### config.mk
export PLATFORM = sky130hd
export DESIGN_NAME = inst_fetch_unit
export DESIGN_NICKNAME = d
export VERILOG_FILES = /design/src/rtl/inst_fetch_unit.sv
export SDC_FILE = /design/constraint.sdc
export NUM_CORES = 1
export LEC_CHECK = 0
export CORE_UTILIZATION = 30
export DETAILED_ROUTE_END_ITERATION = 7
export GPL_ROUTABILITY_DRIVEN = 0
export PLACE_DENSITY_LB_ADDON = 0.08
export RECOVER_POWER = 50
export SYNTH_ARGS = -nofsm -noshare
export SYNTH_HDL_FRONTEND = slang
export SYNTH_SLANG_ARGS = --single-unit
### constraint.sdc
create_clock -name clk -period 14.3 [get_ports clk]
set_input_delay 2.145 -clock clk [delete_from_list [all_inputs] [get_ports clk]]
set_output_delay 2.145 -clock clk [all_outputs]
set_load 0.02 [all_outputs]
### src/rtl/inst_fetch_unit.sv
// Instruction fetch front end: PC register, combinational imem read, circular fetch queue to decode.
// Optional misaligned-redirect fault state enabled by `define FETCH_ALIGN_CHECK_EN.
module inst_fetch_unit #(
  parameter int DATA_WIDTH  = 32,
  parameter int ADDR_WIDTH  = 32,
  parameter int RESET_PC    = 0,
  parameter int QUEUE_DEPTH = 2
) (
  input  logic                  clk,
  input  logic                  rst,
  input  logic                  fetch_en,
  input  logic                  redirect_valid,
  input  logic [ADDR_WIDTH-1:0] redirect_pc,
  output logic [ADDR_WIDTH-1:0] inst_addr,
  input  logic [DATA_WIDTH-1:0] inst_rdata,
  output logic                  out_valid,
  input  logic                  out_ready,
  output logic [DATA_WIDTH-1:0] out_inst,
  output logic [ADDR_WIDTH-1:0] out_pc,
  output logic                  fetch_fault
);
  localparam int PW = (QUEUE_DEPTH > 1) ? $clog2(QUEUE_DEPTH) : 1;
  localparam int CW = PW + 1;

`ifdef FETCH_ALIGN_CHECK_EN
  typedef enum logic [1:0] {IDLE, RUN, FAULT} state_t;
  localparam logic [ADDR_WIDTH-1:0] BOOT_PC = ADDR_WIDTH'(RESET_PC);
  localparam state_t BOOT_STATE = (BOOT_PC[1:0] != 2'b00) ? FAULT : IDLE;
`else
  typedef enum logic [1:0] {IDLE, RUN} state_t;
  localparam logic [ADDR_WIDTH-1:0] BOOT_PC = ADDR_WIDTH'(RESET_PC) & ~(ADDR_WIDTH'(3));
  localparam state_t BOOT_STATE = IDLE;
`endif

  state_t                state;
  logic [ADDR_WIDTH-1:0] pc;
  logic [PW-1:0]         rd_ptr, wr_ptr;
  logic [CW-1:0]         count;
  logic [DATA_WIDTH-1:0] inst_q [QUEUE_DEPTH];
  logic [ADDR_WIDTH-1:0] pc_q   [QUEUE_DEPTH];
  logic                  redirect_eff, push, pop;
  logic [ADDR_WIDTH-1:0] redirect_target;

`ifdef FETCH_ALIGN_CHECK_EN
  logic fault_q;
  logic misaligned;
  // Once faulted, redirects are ignored until reset.
  assign redirect_eff    = redirect_valid && (state != FAULT);
  assign redirect_target = redirect_pc;
  assign misaligned      = (redirect_pc[1:0] != 2'b00);
  assign fetch_fault     = fault_q;
`else
  assign redirect_eff    = redirect_valid;
  assign redirect_target = redirect_pc & ~(ADDR_WIDTH'(3));
  assign fetch_fault     = 1'b0;
`endif

  assign inst_addr = {2'b00, pc[ADDR_WIDTH-1:2]};
  assign out_valid = (count != '0);
  assign out_inst  = inst_q[rd_ptr];
  assign out_pc    = pc_q[rd_ptr];
  assign pop       = out_valid && out_ready;
  // A pop in the same cycle frees the slot, so a full queue can still accept.
  assign push      = (state == RUN) && !redirect_eff && ((count < CW'(QUEUE_DEPTH)) || pop);

  always_ff @(posedge clk or posedge rst) begin
    if (rst) begin
      state  <= BOOT_STATE;
      pc     <= BOOT_PC;
      rd_ptr <= '0;
      wr_ptr <= '0;
      count  <= '0;
      for (int i = 0; i < QUEUE_DEPTH; i++) begin
        inst_q[i] <= '0;
        pc_q[i]   <= '0;
      end
`ifdef FETCH_ALIGN_CHECK_EN
      fault_q <= (BOOT_STATE == FAULT);
`endif
    end else begin
      case (state)
        IDLE:    if (fetch_en) state <= RUN;
        RUN:     if (!fetch_en) state <= IDLE;
        default: ;
      endcase

      if (redirect_eff) begin
        // Flush drops any same-cycle pop; decode treats that handshake as void.
        pc     <= redirect_target;
        rd_ptr <= '0;
        wr_ptr <= '0;
        count  <= '0;
`ifdef FETCH_ALIGN_CHECK_EN
        if (misaligned) begin
          state   <= FAULT;
          fault_q <= 1'b1;
        end
`endif
      end else begin
        if (push) begin
          inst_q[wr_ptr] <= inst_rdata;
          pc_q[wr_ptr]   <= pc;
          wr_ptr         <= wr_ptr + PW'(1);
          pc             <= pc + ADDR_WIDTH'(4);
        end
        if (pop) rd_ptr <= rd_ptr + PW'(1);
        case ({push, pop})
          2'b10:   count <= count + CW'(1);
          2'b01:   count <= count - CW'(1);
          default: ;
        endcase
      end
    end
  end

endmodule

==> results of run 1 <==
-- area by class of cell --
class	instances	area (um2)	area share, %
inverter	4	16.3	0.167
multi-input combinational	361	3150	32.3
timing repair buffer	163	1610	16.5
tap	319	399	4.09
clock buffer	20	457	4.68
clock inverter	11	133	1.36
sequential	159	3980	40.8
-- kinds of logic (layout without fill, tap and decap cells) --
kind of cell | Yosys count | after routing | synth area share, %
muxes | 194 | 194 | 29.7
DFF | 159 | 159 | 54.1
buffers and inverters | 40 | 198 | 2.67
xor gates and xnor gates | 30 | 30 | 3.58
AOI/OAI and AO/OA | 29 | 29 | 2.06
other | 1 | 5 | 0.0510
adders and majority gates | 1 | 1 | 0.170
and+or+nand+nor | 102 | 102 | 7.63
-- metal layers --
layer  up-vias  routed length, um  part of all wire, %
met5         -                 13                0.075
met2       107               8450                   49
met4         2                130                 0.75
met1      2431               7740                   45
met3        11               1000                  5.8
li1       2253                  -                    -
-- final timing paths --
check | end
worst max register to register | pc_q[54]
worst max-delay path | inst_q[45]
min in group asynchronous | pc_q[6]
worst min-delay path | pc_q[63]
worst min register to register | pc_q[63]
max in group clk | pc_q[54]
-- power groups by stage --
stage | combinational, mW | clock [mW] | sequential, mW
floorplan | 0.272 | 0 | 0.625
global placement | 0.434 | 0 | 0.635
detailed placement | 0.439 | 0 | 0.645
CTS | 0.442 | 0.472 | 0.637
global route | 0.464 | 0.491 | 0.653
finish | 0.430 | 0.455 | 0.635
-- synth_stat cells --
master	instances	area, um2
sky130_fd_sc_hd__nor2b_1	1	6.26
sky130_fd_sc_hd__nor2_1	6	22.5
sky130_fd_sc_hd__nand2_1	44	165
sky130_fd_sc_hd__inv_1	4	15.0
sky130_fd_sc_hd__conb_1	1	3.75
sky130_fd_sc_hd__and3_2	1	7.51
sky130_fd_sc_hd__and2_1	1	6.26
sky130_fd_sc_hd__mux2_2	192	2160
sky130_fd_sc_hd__nor4_2	4	50.1
sky130_fd_sc_hd__nor3_1	10	50.1
sky130_fd_sc_hd__nand3_1	11	55.1
sky130_fd_sc_hd__buf_4	5	37.5
sky130_fd_sc_hd__and3_1	4	25.0
sky130_fd_sc_hd__nand4_1	3	18.8
sky130_fd_sc_hd__a221oi_1	1	8.76
sky130_fd_sc_hd__clkbuf_1	10	37.5
sky130_fd_sc_hd__and4_1	4	35.0
sky130_fd_sc_hd__nor2b_2	1	8.76
sky130_fd_sc_hd__a21oi_1	2	10.0
sky130_fd_sc_hd__or2_2	1	6.26
sky130_fd_sc_hd__xnor2_1	18	158
sky130_fd_sc_hd__dfrtp_1	159	3980
sky130_fd_sc_hd__nor3_2	2	20.0
sky130_fd_sc_hd__ha_1	1	12.5
sky130_fd_sc_hd__nor3b_1	2	15.0
sky130_fd_sc_hd__o21ai_1	3	15.0
sky130_fd_sc_hd__nor4_1	3	18.8
sky130_fd_sc_hd__o21ai_0	22	110
sky130_fd_sc_hd__or4b_2	1	10.0
sky130_fd_sc_hd__nand4_4	1	21.3
sky130_fd_sc_hd__xor2_1	12	105
sky130_fd_sc_hd__mux2i_1	2	20.0
sky130_fd_sc_hd__a22oi_1	1	7.51
sky130_fd_sc_hd__or4_4	1	11.3
sky130_fd_sc_hd__buf_2	16	80.1
sky130_fd_sc_hd__or2b_1	1	7.51
sky130_fd_sc_hd__buf_6	1	11.3
sky130_fd_sc_hd__buf_1	4	15.0
-- metrics by stage --
step | cells | instance area, um2 | total power [mW] | hold slack, ns
floorplan | 560 | 7360 | 0.897 | 0.474
global placement | 1006 | 9220 | 1.07 | 0.481
detailed placement | 1006 | 9220 | 1.08 | 0.488
CTS | 1037 | 9810 | 1.55 | 0.504
global route | 1037 | 9750 | 1.61 | 0.515
finish | 1037 | 9750 | 1.52 | 0.500
-- critical path, cell delays in order --
cell and delay, ns:
sky130_fd_sc_hd__dlygate4sd3_1 0.54, sky130_fd_sc_hd__clkinvlp_2 2.35, sky130_fd_sc_hd__clkbuf_1 2.51
-- flip-flops by register name, indices dropped and copies added (netlist names) --
signal and flops:
inst_q 64, pc_q 60, pc 30, count 2
rd_ptr 1, state 1, wr_ptr 1
-- cells in the final DEF (no fill, tap or decap), drive strengths merged, types with 2 or more instances in the layout --
cell,Yosys,routed
and3,5,5
nand3,11,11
clkdlybuf4s50,0,124
o21ai,25,25
mux2,192,192
xor2,12,12
conb,1,5
bufinv,0,2
dfrtp,159,159
nor4,7,7
nor3b,2,2
nor3,12,12
nand4,4,4
inv,4,6
nand2,44,44
clkinvlp,0,6
nor2,6,6
a21oi,2,2
and4,4,4
xnor2,18,18
nor2b,2,2
mux2i,2,2
buf,26,3
dlygate4sd3,0,34
clkbuf,10,22
==> flow_metrics.py, run 1 <==
metrics = {
    "floorplanning": {
        "floorplan.core_area_um2": 23800,
        "die_x_um": 159,
        "die-height_um": 159,
        "fp.dieArea_um2": 25100,
        "site_rows": 56,
        "initial_core_utilization_pct": 30.9,
        "design.portCount": 167,
    },
    "global_routing": {
        "initial_antenna_violation_count": 1,
        "met3_track_usage_gr_pct": 4.95,
        "grt_first_pass_wirelength_mm": 28.2,
        "via_count_of_the_first_global_routing_pass": 5267,
        "grt_max_degree": 97,
        "global_route.usage.met1_pct": 18.2,
        "gr-usage-all-layers_pct": 14.8,
        "remaining_global_route_overflow": 0,
        "grt_most_used_layer": "met2",
        "global_route.usage.met2_pct": 24.7,
    },
    "routing": {
        "num_vias": 4804,
        "detail-route-antenna-nets": 0,
        "wirelength_mm": 17.3,
        "drt-pass1-iter-count": 4,
        "via_per_inst": 4.63,
        "detail_route.iter0.violations": 170,
        "drc": 0,
        "wl_per_cell_um": 16.7,
    },
    "critical_path": {
        "regToRegStartpoint": "count[1]",
        "cp-end-kind": "asynchronous set/reset pin",
        "ff_to_ff_path_depth": 5,
        "worst-endpoint-required_ns": 14.06,
        "crit_arrival_ns": 7.69,
        "worstSetupStartpoint": "rst",
        "critical_path.max_fanout": 96,
        "setup.worst_path.start_class": "input pin",
        "r2r_slack_ns": 11.34,
        "critPathKind": "input pin to asynchronous set/reset pin",
    },
    "status": {
        "violated_checks": "max-capacitance violations, max-slew violations",
        "result_of_the_run": "complete, but fails checks",
    },
    "worst_hold_path": {
        "startpoint_of_the_worst_hold_path": "pc_q[63]",
        "hold_path_depth": 1,
        "hold_class": "flip-flop to flip-flop",
    },
    "cells_and_area": {
        "fillCellCount": 2263,
        "postLayoutCoreUtil_pct": 41.1,
        "antenna_cells_inserted": 0,
        "fin_nets": 776,
        "post_route_cells_drive_above_1_share_pct": 32.3,
        "layout-area-overhead-vs-synth_pct": 32.7,
    },
    "power_and_ir_drop": {
        "netSwitchingFraction_pct": 28.9,
        "power_report.internal_total_mw": 1.08,
        "cellPowerDensity_nw_per_um2": 156,
        "seq_power_share_pct": 41.8,
        "power.ir.vdd_worst_v": 0.0000699,
        "power.net_switching_uw": 440,
        "pwr-share-comb_pct": 28.3,
        "power_frac_clock_pct": 29.9,
        "static_leakage_nw": 3.95,
    },
    "timing": {
        "postLayoutSetupSlackWorst_ns": 6.37,
        "normalized_max_slew_margin_pct": -184,
        "fin_crit_sh_pct": 55.5,
        "setup_total_negative_slack_ns": 0,
        "final-setup-viol-count": 0,
        "rsz_0062_raised_after_global_routing": "false",
        "worst-slew-pin-transition_ns": 4.24,
        "timing.final.crit_period_ns": 7.93,
        "clock.fmax_ghz": 0.126,
        "finalHoldViolations": 0,
        "final_max_slew_viol_count": 187,
        "max_clock_skew_ns": 0.00858,
    },
    "synth": {
        "warning_count_from_the_yosys_run": 0,
        "synth.yosys.seq_area_share_pct": 54.1,
        "postSynthAreaPerCell_um2": 13.2,
        "synth.cell_area_um2": 7350,
        "post_synth_num_cell_types": 38,
        "postSynthRegisterBits": 159,
        "post_synth_inst_count": 556,
    },
    "clocking": {
        "cts_sinks": 159,
        "cts.root.buffer_cell": "sky130_fd_sc_hd__clkbuf_16",
        "cts_made_buffers": 17,
        "htree_num_levels": 4,
        "cts_tree": "done",
        "cts_resized": 0,
        "clock_path_buffers": 2,
        "worstSkewPairLatency_ns": 0.42,
        "cts_setup_buffers": 0,
        "clkSlewWorstSetupHoldPaths_ns": 0.06,
        "hold_buffers": 0,
    },
    "run": {
        "number_of_max_cap_violations": 3,
    },
    "placed_design": {
        "dp_hpwl_mm": 11.2,
        "pre_cts_slack_ns": 9.52,
        "buffers_on_ports": 159,
    },
}
No activity file was read; power rests on OpenSTA's default activity.
==> run 2, diff against run 1 <==
clock period = 7.95 ns   (was 14.3 ns; I/O delays follow)
==> run 2 against run 1 <==
The flow still finishes with violations (max-capacitance violations, max-slew violations). Hold slack got worse by 0.00066 ns. Cell count unchanged. Count of clock-buffer cells in the layout unchanged.
==> flow_metrics.py, run 2 (synthesized netlist as in run 1, its figures left out) <==
metrics = {
    "timing": {
        "fin_crit_sh_pct": 60.9,
        "rsz_0062_raised_after_global_routing": "false",
        "clock.fmax_ghz": 0.206,
        "max_clock_skew_ns": 0.0105,
        "setup_total_negative_slack_ns": 0,
        "postLayoutSetupSlackWorst_ns": 3.11,
        "final_max_slew_viol_count": 122,
        "timing.final.crit_period_ns": 4.84,
        "worst-slew-pin-transition_ns": 4.28,
        "final-setup-viol-count": 0,
        "normalized_max_slew_margin_pct": -187,
        "finalHoldViolations": 0,
    },
    "power_and_ir_drop": {
        "pwr-share-comb_pct": 28.2,
        "cellPowerDensity_nw_per_um2": 282,
        "power.net_switching_uw": 783,
        "netSwitchingFraction_pct": 28.5,
        "power.ir.vdd_worst_v": 0.000116,
        "power_mw": 2.75,
        "power_report.internal_total_mw": 1.97,
        "power_frac_clock_pct": 30.3,
        "static_leakage_nw": 3.97,
        "seq_power_share_pct": 41.5,
    },
    "floorplanning": {
        "floorplan.core_area_um2": 23800,
        "initial_core_utilization_pct": 30.9,
        "design.portCount": 167,
        "site_rows": 56,
        "die_x_um": 159,
        "fp.dieArea_um2": 25100,
        "die-height_um": 159,
    },
    "placed_design": {
        "pre_cts_slack_ns": 4.13,
        "dp_hpwl_mm": 11.2,
        "dpl.cell_count": 1006,
        "buffers_on_ports": 159,
        "instance_area_after_placement_um2": 9220,
    },
    "clocking": {
        "cts.root.buffer_cell": "sky130_fd_sc_hd__clkbuf_16",
        "cts_tree": "done",
        "worstSkewPairLatency_ns": 0.42,
        "clkSlewWorstSetupHoldPaths_ns": 0.06,
        "hold_buffers": 0,
        "cts_setup_buffers": 0,
        "cts_resized": 0,
        "cts_sinks": 159,
        "htree_num_levels": 4,
        "clock_path_buffers": 2,
        "cts_made_buffers": 17,
    },
    "critical_path": {
        "cp-end-kind": "asynchronous set/reset pin",
        "crit_slowest_cell": "sky130_fd_sc_hd__clkinvlp_2",
        "critical_path.max_fanout": 96,
        "critPathKind": "input pin to asynchronous set/reset pin",
        "path_cells": "dlygate4sd3_1 -> clkinvlp_2",
        "cp_slowest_stage_delay_ns": 2.38,
        "critPathTopFamily": "buffers and inverters",
        "crit_arrival_ns": 4.15,
        "worst-endpoint-required_ns": 7.26,
        "crit_buf_inv": 2,
        "setup.worst_path.start_class": "input pin",
    },
    "cells_and_area": {
        "post_route_cells_drive_above_1_share_pct": 32.3,
        "reg.largest.list": "inst_q: 64 flops, pc_q: 60 flops, pc: 30 flops",
        "layout-area-overhead-vs-synth_pct": 32.9,
        "layout.cells.most_common_list": "sky130_fd_sc_hd__mux2_2, sky130_fd_sc_hd__dfrtp_1, sky130_fd_sc_hd__clkdlybuf4s50_1, sky130_fd_sc_hd__nand2_1, sky130_fd_sc_hd__dlygate4sd3_1",
        "mostFrequentLayoutCell": "sky130_fd_sc_hd__mux2_2",
        "top_register": "inst_q",
        "final_cell_count_no_fill": 1037,
        "largest_register_ffs": 64,
        "layout.cell_area.non_filler_um2": 9770,
        "antenna_cells_inserted": 0,
        "fin_nets": 776,
        "fillCellCount": 2233,
    },
    "routing": {
        "via_per_inst": 4.61,
        "num_vias": 4785,
        "drc": 0,
        "detail-route-antenna-nets": 0,
        "wirelength_mm": 17.3,
        "wl_per_cell_um": 16.7,
        "drt-pass1-iter-count": 4,
        "detail_route.iter0.violations": 97,
    },
    "global_routing": {
        "grt_first_pass_wirelength_mm": 27.9,
        "initial_antenna_violation_count": 1,
        "grt_max_degree": 97,
        "remaining_global_route_overflow": 0,
        "via_count_of_the_first_global_routing_pass": 5223,
        "gr-usage-all-layers_pct": 14.7,
    },
    "status": {
        "violated_checks": "max-capacitance violations, max-slew violations",
        "result_of_the_run": "complete, but fails checks",
    },
    "run": {
        "number_of_max_cap_violations": 2,
    },
    "worst_hold_path": {
        "hold_class": "flip-flop to flip-flop",
    },
}
==> run 2: through the flow <==
stage                     util, %  hold WS, ns
after detailed placement     38.8        0.488
after global routing         41.1        0.511
after CTS                    41.3        0.502
final                        41.1        0.500
after global placement       38.8        0.481
after floorplan                 -        0.474
==> run 2: metal layers <==
metal | routed length (um) | track usage [%]
met1 | 7880 | 18.8
met3 | 961 | 4.30
met5 | 13 | 0
met4 | 212 | 4.49
met2 | 8250 | 23.9
==> run 2: path summary, 6_finish.rpt <==
path                           start         end  depth (start not counted)  slack [ns]
setup / recovery                 rst      rd_ptr                          2        3.11
hold / removal             inst_q[3]   inst_q[3]                          1        0.50
setup reg to reg            count[1]  inst_q[59]                          5        4.99
hold reg to reg            inst_q[3]   inst_q[3]                          1        0.50
max in group clk           out_ready  inst_q[59]                          6        4.03
min in group asynchronous        rst    pc_q[36]                          2        2.52
==> run 2: power by group through the flow <==
| stage | Sequential, mW | Clock [mW] | Combinational [mW] |
|---|---|---|---|
| after global placement | 1.14 | 0 | 0.781 |
| after floorplan | 1.12 | 0 | 0.489 |
| final | 1.14 | 0.832 | 0.776 |
| after detailed placement | 1.16 | 0 | 0.791 |
| after global routing | 1.18 | 0.904 | 0.835 |
| after CTS | 1.14 | 0.869 | 0.797 |
==> run 2: layout make-up <==
type | count | area, um2 | share of cell area, %
sequential | 159 | 3980 | 40.8
multi-input combinational | 361 | 3150 | 32.3
timing repair buffer | 163 | 1610 | 16.5
clock buffer | 20 | 447 | 4.57
tap | 319 | 399 | 4.09
clock inverter | 11 | 154 | 1.58
inverter | 4 | 16.3 | 0.167
==> RTL edit 1, RTL diff (flow settings as in run 2) <==
The option `FETCH_ALIGN_CHECK_EN` is turned on by a define.
--- a/src/rtl/inst_fetch_unit.sv
+++ b/src/rtl/inst_fetch_unit.sv
@@ -1,5 +1,7 @@
 // Instruction fetch front end: PC register, combinational imem read, circular fetch queue to decode.
 // Optional misaligned-redirect fault state enabled by `define FETCH_ALIGN_CHECK_EN.
+`define FETCH_ALIGN_CHECK_EN
+
 module inst_fetch_unit #(
   parameter int DATA_WIDTH  = 32,
   parameter int ADDR_WIDTH  = 32,
Formal check against the unedited RTL: not equivalent (a bounded check fails within 4 cycles, from zero or initial values and one cycle with rst high).
==> RTL edit 1 against run 2 <==
- the flow still finishes with violations (capacitance limit, slew limit)
- worst hold slack worse by 0.0077 ns
- sequential cell count up 8
- global-route usage up 1.1 points
- total power down 14%
- die area up 7.8%
- worst setup slack better by 0.12 ns
- largest cell class unchanged
- design area up 5.1%
- routed wire length up 18%
- count of clock-buffer cells in the layout down 3
- critical endpoint is now pc_q[55]
- critical path type unchanged
- combinational power down 45%
- area after synthesis up 7.9%
==> RTL edit 1: results (changes against run 2) <==
inv_count: 6  # +2
maxSlewViolCount: 131  # +7.4%
min_to: "fetch_fault"
synth_common_cells: "190 x mux2_2, 167 x dfrtp_1, 54 x nand2_1"
num-fill-cells: 2515  # +13%
p_leak_nw: 4.629  # +17%
largestRegisters: "inst_q: 64 flops, pc_q: 64 flops, pc: 32 flops"
outcome: "complete, but fails checks"
dp_cells: 1075  # +6.9%
r2r_cells: 5  # unchanged
multi_input_gates: 398  # +10%
crit_arrival_ns: 5.11  # +0.96 ns
clockBufferDepth: 2  # unchanged
multiInputGateArea_um2: 3357  # +6.4%
fmax_mhz: 211.4  # +2.4%
grt_util_met3: 0.03717  # -0.005838
placedInstanceArea_um2: 9672  # +4.9%
vias_per_cell: 4.874  # +5.6%
clkCellAreaFrac: 0.05939  # -0.002109
nNetsFinal: 829  # +6.8%
hold_start: "fetch_fault"
grt_pass1_wl_mm: 32.43  # +16%
grt_use_total: 0.1579  # +0.01065
place_ws_ns: 3.482  # -0.6503 ns
synth_cell_types: 45  # +18%
crit_path_max_fanout: 88  # -8.3%
cap_violations: 2  # unchanged
nNonClkBuffers: 169  # +3.7%
grt_pass1_vias: 5788  # +11%
clock-sinks: 167  # +5.0%
dr.pass1.iters: 5  # +1
clock-skew-final_ns: 0.007971  # -0.002535 ns
crit_end: "pc_q[55]"
nClkBuffers: 17  # -15%
buffer_area_frac: 0.1626  # -0.002589
r2r_slack_ns: 4.76  # -0.23 ns
vdd_drop_max_mv: 0.1368  # +18%
postSynthCellCount: 635  # +14%
dr_wl_met3_mm: 1.108  # +15%
numPortBuffers: 164  # +3.1%
num_vias: 5395  # +13%
avgSynthCellArea_um2: 12.49  # -5.5%
use_met2: 0.2664  # +0.02729
seq_share: 0.4077  # about the same
fin_hold_ws_ns: 0.4921  # -0.007745 ns
gr-usage-met1: 0.2041  # +0.01567
drtIter0Drc: 263  # +170%
regArea_um2: 4183  # +5.0%
synthTopCellsByArea: "dfrtp_1 53%, mux2_2 27%, buf_4 3.0%, nand2_1 2.6%, o21ai_0 1.5%"
violations: "capacitance limit, slew limit"
async_flop_share: 1.000  # unchanged
reg2reg_to: "inst_q[55]"
yosysSeqAreaShare: 0.5270  # -0.01448
antenna_found_initial: 0  # -1
hpwl_mm: 13.30  # +19%
ys.flop_type: "dfrtp_1"
wl_met1_mm: 9.072  # +15%
met2_length_mm: 10.12  # +23%
wl_mm: 20.42  # +18%
-- RTL edit 1: cell types whose count changed in the layout (fill, tap and decap cells not counted), sizes merged, moves of 6 or more --
| cell | run 2 | this run |
|---|---|---|
| nor3 | 12 | 6 |
| inv | 7 | 14 |
| o211ai | 0 | 6 |
| nand3 | 11 | 21 |
| nand2 | 44 | 54 |
| dfrtp | 159 | 167 |
| nor2 | 6 | 18 |
| xor2 | 12 | 6 |
| xnor2 | 18 | 5 |
-- RTL edit 1: cell families after synthesis --
group | share of synthesized area
simple gates | 0.08694
other cells | 0.0004729
buf+inv | 0.05128
compound gates | 0.04954
mux | 0.2711
flops | 0.5270
fa+ha+maj | 0.001578
xor+xnor | 0.01215
-- RTL edit 1: worst max-delay path, stage by stage --
cell           delay, ns
dlygate4sd3_1       0.55
clkinvlp_2          2.18
buf_4               1.12
-- RTL edit 1: power breakdown --
part	internal, mW	switching, mW
registers	0.918	0.165
clock network	0.478	0.380
logic	0.231	0.197
total	1.63	0.742
==> RTL edit 2, RTL diff (config.mk and constraints of run 2) <==
Made on the original files. Make the reset (`rst`) synchronous in one clocked block.
--- a/src/rtl/inst_fetch_unit.sv
+++ b/src/rtl/inst_fetch_unit.sv
@@ -63,7 +63,7 @@
   // A pop in the same cycle frees the slot, so a full queue can still accept.
   assign push      = (state == RUN) && !redirect_eff && ((count < CW'(QUEUE_DEPTH)) || pop);
 
-  always_ff @(posedge clk or posedge rst) begin
+  always_ff @(posedge clk) begin
     if (rst) begin
       state  <= BOOT_STATE;
       pc     <= BOOT_PC;
Formal check against the unedited RTL: differs if rst is asserted again (counterexample within 4 cycles, from zero or initial values and one cycle with rst high); with rst held inactive, the same outputs for 4 cycles.
==> RTL edit 2 against run 2 <==
- register-to-register slack better by 0.21 ns
- worst hold slack improved by 0.018 ns
- sequential cell count grew 1
- routed wire length up 1.5%
- worst setup slack improved by 0.19 ns
- design area shrank 0.27%
- largest cell class unchanged
- area after synthesis fell by 1.5%
- the flow still finishes with violations (capacitance limit, slew limit)
Power is not compared: it rests on default switching activity, and its combinational part moved more than twofold at a synthesized area within 25%.
==> RTL edit 2: results (changes against run 2) <==
vdd_drop_max_mv: 0.08784
async_flop_share: 0  # -1.000
tightest_slew_ns: 1.617  # -2.660 ns
nNetsFinal: 784  # +1.0%
hpwl_mm: 10.76  # -4.0%
synthTopCellsByArea: "edfxtp_1 51%, and2_1 11%, dfxtp_1 10%, mux2_2 9.6%, xor2_1 2.8%"
antenna_found_initial: 0  # -1
vias_per_cell: 4.500  # -2.5%
crit_path_max_fanout: 63  # -34%
grt_pass1_vias: 4785  # -8.4%
final_cells: 1045  # +0.77%
grt_use_total: 0.1460  # -0.001229
cts_root_buf: "clkbuf_16"
cts_resized: 0  # unchanged
ys.flop_type: "edfxtp_1"
synth_cell_types: 43  # +13%
numCtsBuffers: 17  # unchanged
diodes: 0  # unchanged
grt_start_max_net_pins: 64  # -34%
wl_mm: 17.57  # +1.5%
yosys_warnings: 0  # unchanged
clock-skew-final_ns: 0.01174  # +0.001238 ns
synth_common_cells: "128 x and2_1, 124 x edfxtp_1, 62 x mux2_2"
cap_violations: 1  # -1
crit_arrival_ns: 4.69  # +0.54 ns
drtIter0Drc: 234  # +140%
hp-class: "reg -> reg"
layout-drive-gt1-share: 0.1446  # -0.1785
clockBufferDepth: 2  # unchanged
yosysSeqAreaShare: 0.6138  # +0.07233
postSynthCellCount: 562  # +1.1%
synth-edff-count: 124  # +124
violations: "capacitance limit, slew limit"
maxSlewViolCount: 33  # -73%
num-fill-cells: 2296  # +2.8%
postCtsSetupBuffers: 0  # unchanged
numPortBuffers: 159  # unchanged
h-tree-depth: 4  # unchanged
p_leak_nw: 3.577
dr.pass1.iters: 4  # unchanged
insertion_delay_ns: 0.42  # about the same
outcome: "complete, but fails checks"
r2r_slack_ns: 5.20  # +0.21 ns
grt_pass1_wl_mm: 26.70  # -4.3%
largestRegisters: "inst_q: 64 flops, pc_q: 60 flops, pc: 30 flops"
RTL edit 2: cell types whose count changed after synthesis, moves of 11 or more:
cell,before,now
xor2_1,12,23
dfxtp_1,0,36
and2_1,1,128
a211oi_1,0,21
dfrtp_1,159,0
mux2_2,192,62
buf_2,16,2
o21ai_0,22,1
nor2_1,6,31
nand2_1,44,19
edfxtp_1,0,124
clkbuf_1,10,26
RTL edit 2: cell families (layout without fill, tap and decap cells):
kind of cell | count (synthesis) | in the layout | synth area share
AOI/OAI and AO/OA | 34 | 34 | 0.03439
xor gates and xnor gates | 33 | 33 | 0.03992
adders and majority gates | 2 | 2 | 0.003455
buffers and inverters | 38 | 198 | 0.02367
DFF | 160 | 160 | 0.6138
muxes | 62 | 62 | 0.09642
other | 1 | 5 | 0.0005179
and+or+nand+nor | 232 | 232 | 0.1878
RTL edit 2: report_power, final:
part | internal [mW] | switching, mW | leakage [nW]
combinational | 0.0989 | 0.101 | 1.69
clock | 0.528 | 0.341 | 0.298
sequential | 0.938 | 0.0265 | 1.59
total | 1.57 | 0.468 | 3.58
RTL edit 2: path summary, 6_finish.rpt:
| path | from | to | cells past startpoint |
|---|---|---|---|
| worst min register to register | rd_ptr | register | 2 |
| worst min-delay path | rd_ptr | register | 2 |
| worst max register to register | count[1] | inst_q[1][19] | 5 |
| worst max-delay path | rst | inst_q[1][19] | 6 |
RTL edit 2: layout make-up:
cell class,count,area [µm²],area share
clock buffer,19,432.9,0.04445
clock inverter,13,185.2,0.01901
inverter,2,7.507,0.0007708
multi-input combinational,368,2641,0.2712
sequential,160,4448,0.4567
tap,319,399.1,0.04098
timing repair buffer,164,1625,0.1669
RTL edit 2: metal layers:
metal / routed length, µm / global-route usage / vias to the layer above
met2: 8396 / 0.2373 / 138
met5: 0 / 0 / -
met1: 7950 / 0.1853 / 2256
met4: 226 / 0.05502 / 0
li1: - / - / 2294
met3: 997 / 0.03855 / 14
RTL edit 2: per-stage QoR:
stage	hold WS [ns]	area, µm²	setup slack [ns]	util
after floorplan	0.4750	7256	3.047	-
after detailed placement	0.4930	9149	3.551	0.3886
final	0.5183	9739	3.294	0.4137
after global placement	0.5022	9149	3.517	0.3886
after global routing	0.5407	9739	3.012	0.4137
after CTS	0.5152	9767	3.998	0.4149
RTL edit 2: critical path: stages:
cell and delay, ns:
dlygate4sd3_1 0.53, clkbuf_1 0.62, or2_0 0.68, nor3_4 0.19, buf_4 0.55, or2_4 0.89
